==> src/rtl/tron_mem_arbiter.sv <==
// rtl/tron_mem_arbiter.sv - CPU/IO arbiter for the Tron single-port data memory
module tron_mem_arbiter #(
    parameter int ADDR_WIDTH = 16,
    parameter int DATA_WIDTH = 16,
    parameter int MAX_BURST  = 4
) (
    input  logic                  clk_i,
    input  logic                  rst_ni,
    input  logic                  cpu_req_i,
    input  logic                  cpu_we_i,
    input  logic [ADDR_WIDTH-1:0] cpu_addr_i,
    input  logic [DATA_WIDTH-1:0] cpu_wdata_i,
    output logic                  cpu_gnt_o,
    output logic                  cpu_rvalid_o,
    output logic [DATA_WIDTH-1:0] cpu_rdata_o,
    input  logic                  io_req_i,
    input  logic                  io_we_i,
    input  logic [ADDR_WIDTH-1:0] io_addr_i,
    input  logic [DATA_WIDTH-1:0] io_wdata_i,
    output logic                  io_gnt_o,
    output logic                  io_rvalid_o,
    output logic [DATA_WIDTH-1:0] io_rdata_o,
    output logic [ADDR_WIDTH-1:0] mem_addr_o,
    output logic                  mem_we_o,
    output logic [DATA_WIDTH-1:0] mem_wdata_o,
    input  logic [DATA_WIDTH-1:0] mem_rdata_i,
    output logic                  own_io_o
);

    localparam int CW = 4;
    localparam logic [CW-1:0] MAX_CNT = CW'(MAX_BURST);

    typedef enum logic {OWN_CPU = 1'b0, OWN_IO = 1'b1} own_e;

    own_e                  own_q;
    logic [CW-1:0]         cnt_q, cnt_d;
    logic                  starve, cpu_gnt, io_gnt;
    logic [ADDR_WIDTH-1:0] addr_q;
    logic [DATA_WIDTH-1:0] wdata_q;
    logic                  cpu_rvalid_q, io_rvalid_q;
    logic [DATA_WIDTH-1:0] cpu_rdata_q, io_rdata_q;

    // Grants are gated by rst_ni so nothing reaches the RAM while reset is held.
    assign starve  = (cnt_q == MAX_CNT) && io_req_i;
    assign cpu_gnt = rst_ni && cpu_req_i && !starve;
    assign io_gnt  = rst_ni && io_req_i && (!cpu_req_i || starve);

    assign cpu_gnt_o = cpu_gnt;
    assign io_gnt_o  = io_gnt;
    assign own_io_o  = (own_q == OWN_IO);

    always_comb begin
        cnt_d = cnt_q;
        if (cpu_gnt && io_req_i) begin
            cnt_d = (cnt_q == MAX_CNT) ? cnt_q : cnt_q + CW'(1);
        end else if (io_gnt || !io_req_i) begin
            cnt_d = '0;
        end
    end

    // Idle cycles replay the last address/data so the RAM inputs stay quiet.
    always_comb begin
        mem_we_o    = 1'b0;
        mem_addr_o  = addr_q;
        mem_wdata_o = wdata_q;
        if (cpu_gnt) begin
            mem_we_o    = cpu_we_i;
            mem_addr_o  = cpu_addr_i;
            mem_wdata_o = cpu_wdata_i;
        end else if (io_gnt) begin
            mem_we_o    = io_we_i;
            mem_addr_o  = io_addr_i;
            mem_wdata_o = io_wdata_i;
        end
    end

    // The RAM answers one cycle after the address, so rdata passes through while
    // the tag is valid and is captured to hold until that requester's next read.
    assign cpu_rvalid_o = cpu_rvalid_q;
    assign io_rvalid_o  = io_rvalid_q;
    assign cpu_rdata_o  = cpu_rvalid_q ? mem_rdata_i : cpu_rdata_q;
    assign io_rdata_o   = io_rvalid_q ? mem_rdata_i : io_rdata_q;

    always_ff @(posedge clk_i or negedge rst_ni) begin
        if (!rst_ni) begin
            own_q        <= OWN_CPU;
            cnt_q        <= '0;
            addr_q       <= '0;
            wdata_q      <= '0;
            cpu_rvalid_q <= 1'b0;
            io_rvalid_q  <= 1'b0;
            cpu_rdata_q  <= '0;
            io_rdata_q   <= '0;
        end else begin
            cnt_q        <= cnt_d;
            addr_q       <= mem_addr_o;
            wdata_q      <= mem_wdata_o;
            cpu_rvalid_q <= cpu_gnt && !cpu_we_i;
            io_rvalid_q  <= io_gnt && !io_we_i;
            if (cpu_gnt) begin
                own_q <= OWN_CPU;
            end else if (io_gnt) begin
                own_q <= OWN_IO;
            end
            if (cpu_rvalid_q) begin
                cpu_rdata_q <= mem_rdata_i;
            end
            if (io_rvalid_q) begin
                io_rdata_q <= mem_rdata_i;
            end
        end
    end

endmodule
==> config.mk <==
export PLATFORM = sky130hd
export DESIGN_NAME = tron_mem_arbiter
export DESIGN_NICKNAME = d
export VERILOG_FILES = /design/src/rtl/tron_mem_arbiter.sv
export SDC_FILE = /design/constraint.sdc
export NUM_CORES = 1
export LEC_CHECK = 0
export CAP_MARGIN = 20
export CELL_PAD_IN_SITES_DETAIL_PLACEMENT = 0
export CELL_PAD_IN_SITES_GLOBAL_PLACEMENT = 2
export CORE_AREA = 3 3 127 129
export CTS_CLUSTER_DIAMETER = 80
export DETAILED_ROUTE_END_ITERATION = 8
export DIE_AREA = 0 0 130 132
export PLACE_DENSITY = 0.79
export SLEW_MARGIN = 20
export SYNTH_ARGS = -nofsm -noshare
export SYNTH_HDL_FRONTEND = slang
export SYNTH_SLANG_ARGS = --single-unit
==> constraint.sdc <==
create_clock -name clk_i -period 1.7 [get_ports clk_i]
set_clock_uncertainty 0.1 [all_clocks]
set_input_delay 0.34 -clock clk_i [delete_from_list [all_inputs] [get_ports clk_i]]
set_output_delay 0.34 -clock clk_i [all_outputs]
set_load 0.02 [all_outputs]
# Yosys cells after proc, flatten, opt, wreduce, memory -nomap -nowiden
# Cells that the tools add are included.
# totals
ramBits	0
romBits	0
inputBits	86
register_bits	71
wordCells	42
n_memories	0
latchBits	0
output_inout_bits	70
# classes
n_div	0
bitwise	0
multipliers	0
n_reduce_logical	18
eq_ne	2
n_mux	13
add_sub_neg	1
magnitude_cmp	0
shift	0
# ops
operator	count
$mux W16	6
$mux W4	3
$logic_and A1 B1 Y1	8
$logic_not A1 Y1	5
$add A4 B1 Y4 const B	1
$eq A4 B3 Y1 const B	1
$mux W1	4
$reduce_bool A2 Y1	2
$logic_or A1 B1 Y1	2
$ne A2 B2 Y1 const B	1
$reduce_and A2 Y1	1

# Longest topological paths before layout
# Gate-level depths: netlist of run 1.
# depth
depth_word	7
ltp_mapped	7
mapped_depth_nobuf	5

# Worst setup path before layout of run 1
# No wires, ideal clock.
# synth_path
path_type	flip-flop to output port
start	register cnt_q[0]
end	output mem_addr_o[11]
path_buffers	2
setup_slack_ns	-0.326
stages_incl_launch_ff	8
arrival_time_ns	1.586
t_required_ns	1.260
cell_sequence	dfrtp_1 > inv_1 > ha_1 > and4b_1 > buf_6 > buf_8 > o22ai_2 > o2bb2ai_1
# synth_via
elab_chain_cells	6
word_cells_on_any_way	8
cone_classes	eq/ne (1); mux (2); reduce/logical (5)
# synth_rtl
item	line_no	source
start, declared	36	logic [CW-1:0] cnt_q, cnt_d;
start signal, assigned	95	cnt_q <= cnt_d;
$eq A4 B3 Y1 *	44	assign starve = (cnt_q == MAX_CNT) && io_req_i;
$logic_and A1 B1 Y1 *	44	
$logic_or A1 B1 Y1	46	assign io_gnt = rst_ni && io_req_i && (!cpu_req_i || starve);
$logic_and A1 B1 Y1	46	
$mux W16	70	end else if (io_gnt) begin
$mux W16 *	66	if (cpu_gnt) begin
end, declared	23	output logic [ADDR_WIDTH-1:0] mem_addr_o,
# Mark *: on every way between the ends. The rest lies on a longest branch, timed or not.

# Worst setup path after layout of run 1
# layout_path
start	register cnt_q[0]
end	output mem_addr_o[4]
# The elaborated chain is that of the path after synthesis.

==> metrics.md, run 1 <==
| Metric | Value |
|---|---|
| DR pass1 iterations | 4 |
| Core Area | ~15000 sq um |
| Die ar. | 17160 sq um |
| CP Launch Type | flip-flop |
| Final Max Slew Viols | 0 |
| Clock Path Buffers | 2 |
| GP Congestion | 0.7451 |
| Remaining Overflow, GRT | 0 |
| # fillers | ~1300 |
| Worst slew margin | 68.07% |
| Dpl hpwl | 8338 um |
| Clock sink count | 71 |
| Hold slack | -0.02347 ns |
| Status | complete, but fails checks |
| Vias per std cell | 4.686 |
| P per Cell Area | 881.8 nW/um^2 |
| Top cell type's share of synthesized area | 51.36% |
| Area growth syn-to-layout | 108.4% |
| Post-synth design cell area | 3460 sq um |
| Routed Wire Length | 12530 um |
| Site Rows | 45 |
| Fraction of layout cells with a size suffix above 1 | 56.91% |
| Final Worst Setup Slack | -0.6611 ns |
| First-pass GRT wire length | around 19000 um |
| Post-synthesis cell count | 259 |
| Maxcap violations | 0 |
| CTS tree | yes |
| Port Buffer Count | 155 |
| Die width | 130 um |
| Netlist cell types | 31 |
| Area leader, netlist | dfrtp_1 |
| # H-tree levels | 3 |
| # setup viols final | 77 |
| Syn nets | 347 |
| Routed WL per cell | 18.61 um |
| Yosys warnings | 0 |
| ANT nets after route | 0 |
| Maximum VDD drop | 484.2 uV |
| Vias in the first global route | approximately 3500 |
| Tightest Hold Check Type | primary input to asynchronous set/reset pin |
| Iter 0 DRT Violations | ~100 |
| Leakage | 0.002848 uW |
| Clock root buffer | clkbuf_16 |
| Critical path required time | between 1 and 1.5 ns |
| Setup WS pre-CTS | -1.123 ns |
| Final min period | approximately 2.4 ns |
| Seq/Total Area, Yosys | 51.36% |
| Crit-path max FO | 5 |
| TritonCTS Buffers | 9 |
| Worst slew pin tran | 0.4790 ns |
| Clock-pin transition on the worst setup and hold timing paths | 0.06 ns |
| Critical Path End Type | output pin |
| Starting Density | ~23% |
| RSZ-0062 raised after global routing | true |
| DRC Markers | 0 |
| Nets | 568 |
| Arrival @ worst endpoint | 1.92 ns |
| GRT Total Usage | about 14% |
| Post-synthesis register bit count | 71 |
| Tot Pwr | 6357 uW |
| Largest net degree at the start of global routing | 51 |
| Clk_lat worst skew | 0.34 ns |
| Syn avg cell area | 13.36 sq um |
| Antenna violations before repair | 0 |
| Crit Path Class | flip-flop to output pin |
| Final hold viol count | 15 |
| I/O Pins | 156 |
| Failing checks | negative hold slack, negative setup slack |
| Vias | 3154 |
| Final worst path period share | 138.9% |
| Die Y | 132 um |
| N_diodes | 0 |
| Synth area leaders | dfrtp_1 51%, o2bb2ai_2 12%, mux2_2 10% |
| Fmax | 423.5 MHz |
## metrics by stage
stage                     instance area, sq um  cells  utilization, %  TNS (ns)
final                                     7209    673           47.60    -28.11
after global routing                      7209    673           47.60    -33.45
after CTS                                 6827    658           45.07    -30.91
after detailed placement                  5836    620           38.53    -57.85
after global placement                    5836    620           38.53    -55.36
after floorplan                           3791    259               -    -7.251
## registers in the layout, summed over array words and instances (netlist names)
name          flops
cnt_q             4
io_rdata_q       16
own_io_o          1
wdata_q          16
io_rvalid_o       1
cpu_rdata_q      16
cpu_rvalid_o      1
addr_q           16
## final cells by class
cell class                 instances  area (sq um)  area share, %
inverter                           5         18.77         0.2603
sequential                        71          1779          24.68
tap                              188         235.2          3.263
clock inverter                     5         57.56         0.7983
multi-input combinational        155          2280          31.62
clock buffer                      11         242.7          3.367
timing repair buffer             238          2596          36.01
## cells in the mapped netlist, drive strengths merged
cell,number
a211oi,32
a21oi,1
a22o,1
a31oi,2
a41oi,1
and2,2
and4b,1
buf,23
clkbuf,5
dfrtp,71
ha,2
inv,5
mux2,32
nand2,3
nand3,2
nand3b,1
nand4b,1
nor2,3
nor2b,2
nor3,1
o21ai,1
o22ai,34
o2bb2ai,32
or3,1
## critical path, stage by stage (launching register included)
cell       delay (ns)
dfrtp_1          0.39
inv_2            0.07
ha_4             0.15
nand3b_4         0.13
bufbuf_16        0.31
a211oi_4         0.26
o2bb2ai_4        0.10
buf_4            0.16
## per-layer routing
layer  vias up  track usage [%]  wire (um)
li1       1442                -          -
met1      1586            18.33       5329
met2       118            24.33       6305
met3         8            4.943        818
met4         0            2.252         72
met5         -                0          0
## cells in the final DEF, fill, tap and decap left out, types with 10 or more instances in the layout
master	count
buf_12	14
mux2_2	10
clkbuf_16	10
dfrtp_1	69
clkdlybuf4s50_1	83
a211oi_4	25
mux2_4	22
buf_6	85
o2bb2ai_4	25
o22ai_1	31
buf_4	42
## power breakdown
group	internal, uW	switching [uW]	leakage (uW)
Sequential	1960	79.0	0.000843
Combinational	1300	1110	0.00187
Clock	1170	736	0.000138
Total	4430	1930	0.00285
## kinds of logic (layout without fill, tap and decap cells)
| group | count (synthesis) | in the layout | synth area share (%) |
|---|---|---|---|
| flops | 71 | 71 | 51.36 |
| simple gates | 17 | 17 | 3.798 |
| compound gates | 104 | 104 | 27.59 |
| fa+ha+maj | 2 | 2 | 0.7232 |
| buf+inv | 33 | 259 | 6.112 |
| mux | 32 | 32 | 10.42 |
## path summary, 6_finish.rpt
path	startpoint	slack, ns	cells after the start	endpoint
min reg2reg	io_rdata_q[15]	0.40	1	io_rdata_q[15]
max	cnt_q[0]	-0.66	7	mem_addr_o[4]
min in group clk_i	io_rdata_q[15]	0.40	1	io_rdata_q[15]
max reg2reg	cnt_q[0]	-0.04	8	wdata_q[5]
min	rst_ni	-0.02	2	cnt_q[2]
max in group asynchronous	rst_ni	0.78	3	wdata_q[13]
## what timing repair did
action / in CTS / in global routing
hold buffers: 1 / 0
pin swaps: 31 / 9
setup endpoints to repair: 98 / 88
hold endpoints to repair: 23 / 0
gates cloned: 4 / 1
resized for setup: 475 / 74
setup buffers: 18 / 20
(Power assumes the default switching activity.)
==> inputs of run 2 (changes only) <==
- RECOVER_POWER: not set -> 50
==> metrics.md, run 2 (synthesized netlist as in run 1, its figures left out) <==
| Metric | Value |
|---|---|
| Status | complete, but fails checks |
| Failing checks | negative setup slack |
| Worst slew margin | 13.74% (-54 points) |
| Vias per std cell | 4.681 (-0.13%) |
| # setup viols final | 81 (+5.2%) |
| Critical Path End Type | output pin |
| Slowest library cell on the worst path | dfrtp_1 |
| Final hold viol count | 0 (-15) |
| CP top delay family | buffers and inverters |
| Clock-pin transition on the worst setup and hold timing paths | 0.06 ns (about the same) |
| CP Cell Sequence | inv_2 > ha_4 > nand3b_4 > bufbuf_16 > a211oi_4 > o2bb2ai_4 > buf_4 |
| RSZ-0062 raised after global routing | true |
| DRC Markers | 0 (unchanged) |
| Hold slack | 0.3684 ns (+0.3919 ns) |
| Arrival @ worst endpoint | 1.92 ns (about the same) |
| Final worst path period share | 138.9% (about the same) |
| Final Max Slew Viols | 0 (unchanged) |
| Worst slew pin tran | 1.294 ns (+0.8150 ns) |
| Remaining Overflow, GRT | 0 (unchanged) |
| Fmax | 423.5 MHz (about the same) |
| Sequential share of power | 32.0% (about the same) |
| Vias | 3150 (-0.13%) |
| Port Buffer Count | 155 (unchanged) |
| Clock Path Buffers | 2 (unchanged) |
| P_sw | 1927 uW (about the same) |
| Routed WL per cell | 18.62 um (about the same) |
| P per Cell Area | 882.6 nW/um^2 (about the same) |
| Clock sink count | 71 (unchanged) |
| Clk_lat worst skew | 0.34 ns (about the same) |
| Die ar. | 17160 sq um (unchanged) |
| Site Rows | 45 (unchanged) |
| Met3 Wirelength | 818 um (unchanged) |
| CP Launch Type | flip-flop |
| Die width | 130 um (unchanged) |
| Vias in the first global route | 3495 (unchanged) |
| ANT nets after route | 0 (unchanged) |
| Core Area | 15150 sq um (unchanged) |
| Metal2 WL | 6302 um (about the same) |
| I/O Pins | 156 (unchanged) |
| Starting Density | 22.84% (unchanged) |
| WP buf/inv | 3 (unchanged) |
| Int Power | 4426 uW (about the same) |
| Setup_tns | -29.14 ns (-1.027 ns) |
| # fillers | 1320 (unchanged) |
| Critical path required time | 1.26 ns (about the same) |
| GP Congestion | 0.7451 (unchanged) |
| Final core utilization | 47.53% (-0.074 points) |
| Fraction of layout cells with a size suffix above 1 | 56.91% (unchanged) |
| First-pass GRT wire length | 19380 um (unchanged) |
| Maximum VDD drop | 484.3 uV (about the same) |
| Crit Path Class | flip-flop to output pin |
| CTS tree | yes |
| Largest net degree at the start of global routing | 51 (unchanged) |
| Clock power share | 30.0% (about the same) |
| TritonCTS Buffers | 9 (unchanged) |
| Nets | 568 (unchanged) |
| Iter 0 DRT Violations | 108 (+4.9%) |
| # H-tree levels | 3 (unchanged) |
| Leakage | 0.002844 uW (-0.11%) |
| Slowest cell delay on critical path | 0.39 ns (about the same) |
| Crit-path max FO | 5 (unchanged) |
| GRT Total Usage | 14.48% (unchanged) |
| DR pass1 iterations | 4 (unchanged) |
| Tightest Hold Check Type | primary input to asynchronous set/reset pin |
| Antenna violations before repair | 0 (unchanged) |
| Routed Wire Length | 12530 um (about the same) |
| Maxcap violations | 0 (unchanged) |
| Commonest non-fill, non-tap cells in the layout | 84 x buf_6, 83 x clkdlybuf4s50_1, 69 x dfrtp_1 |
| Area growth syn-to-layout | 108.1% |
| Die Y | 132 um (unchanged) |
| Commonest non-fill, non-tap cell in the layout | buf_6 |
| Switching part of the total | 30.34% (about the same) |
| Gate power share | 37.9% (about the same) |
| Clock root buffer | clkbuf_16 |
| Dpl hpwl | 8338 um (unchanged) |
| Final Worst Setup Slack | -0.6614 ns (-0.0002360 ns) |
| Metal-1 WL | 5334 um (about the same) |
| DR top layer | met4 |
| Final min period | 2.361 ns (+0.0002360 ns) |
| N_diodes | 0 (unchanged) |
## run 2: area by class of cell
type / instances / area [sq um] / area share, %
multi-input combinational: 155 / 2280 / 31.67
timing repair buffer: 238 / 2585 / 35.91
tap: 188 / 235.2 / 3.268
inverter: 5 / 18.77 / 0.2607
sequential: 71 / 1779 / 24.72
clock buffer: 11 / 242.7 / 3.372
clock inverter: 5 / 57.56 / 0.7996
## run 2: path summary, 6_finish.rpt
kind,startpoint,endpoint,slack (ns),depth (start not counted)
hold reg to reg,io_rdata_q[15],io_rdata_q[15],0.40,1
hold / removal,rst_ni,cnt_q[2],0.37,2
max in group asynchronous,rst_ni,io_rvalid_o,0.26,2
min in group clk_i,io_rdata_q[15],io_rdata_q[15],0.40,1
setup / recovery,cnt_q[0],mem_addr_o[4],-0.66,7
setup reg to reg,cnt_q[0],wdata_q[5],-0.04,8
## run 2: per-stage QoR
step	total power [uW]	instances	area, sq um	worst slack, ns
3_3_place_gp	3989	620	5836	-1.077
5_1_grt	6658	673	7198	-0.7516
3_5_place_dp	4018	620	5836	-1.123
2_1_floorplan	3003	259	3791	-0.2305
4_1_cts	6158	658	6827	-0.6935
6_report	6353	673	7198	-0.6614
## run 2: worst reg2reg max path, delay by kind of cell, from the launching register on
family	cells	cell delay [ns]
DFF	1	0.39
buffers and inverters	4	0.54
adders and majority gates	1	0.15
and+or+nand+nor	1	0.13
AOI/OAI and AO/OA	2	0.33
## run 2: what timing repair did
action                                  in CTS  in global routing
endpoints found under the setup margin      98                 88
resized for setup                          475                 74
setup buffers                               18                 20
cloned                                       4                  1
hold buffers                                 1                  0
hold endpoints to repair                    23                  0
pin swaps                                   31                  9
## run 2: layer usage
metal  up-vias  track usage, %
met4         0           2.252
met3         8           4.943
li1       1442               -
met2       118           24.33
met1      1582           18.33
met5         -               0
## run 2: power by group through the flow
stage	logic (uW)	registers, uW	clock network, uW
3_3_place_gp	1940	2050	0
6_report	2410	2030	1910
2_1_floorplan	965	2040	0
4_1_cts	2160	2030	1970
3_5_place_dp	1960	2050	0
5_1_grt	2550	2060	2050
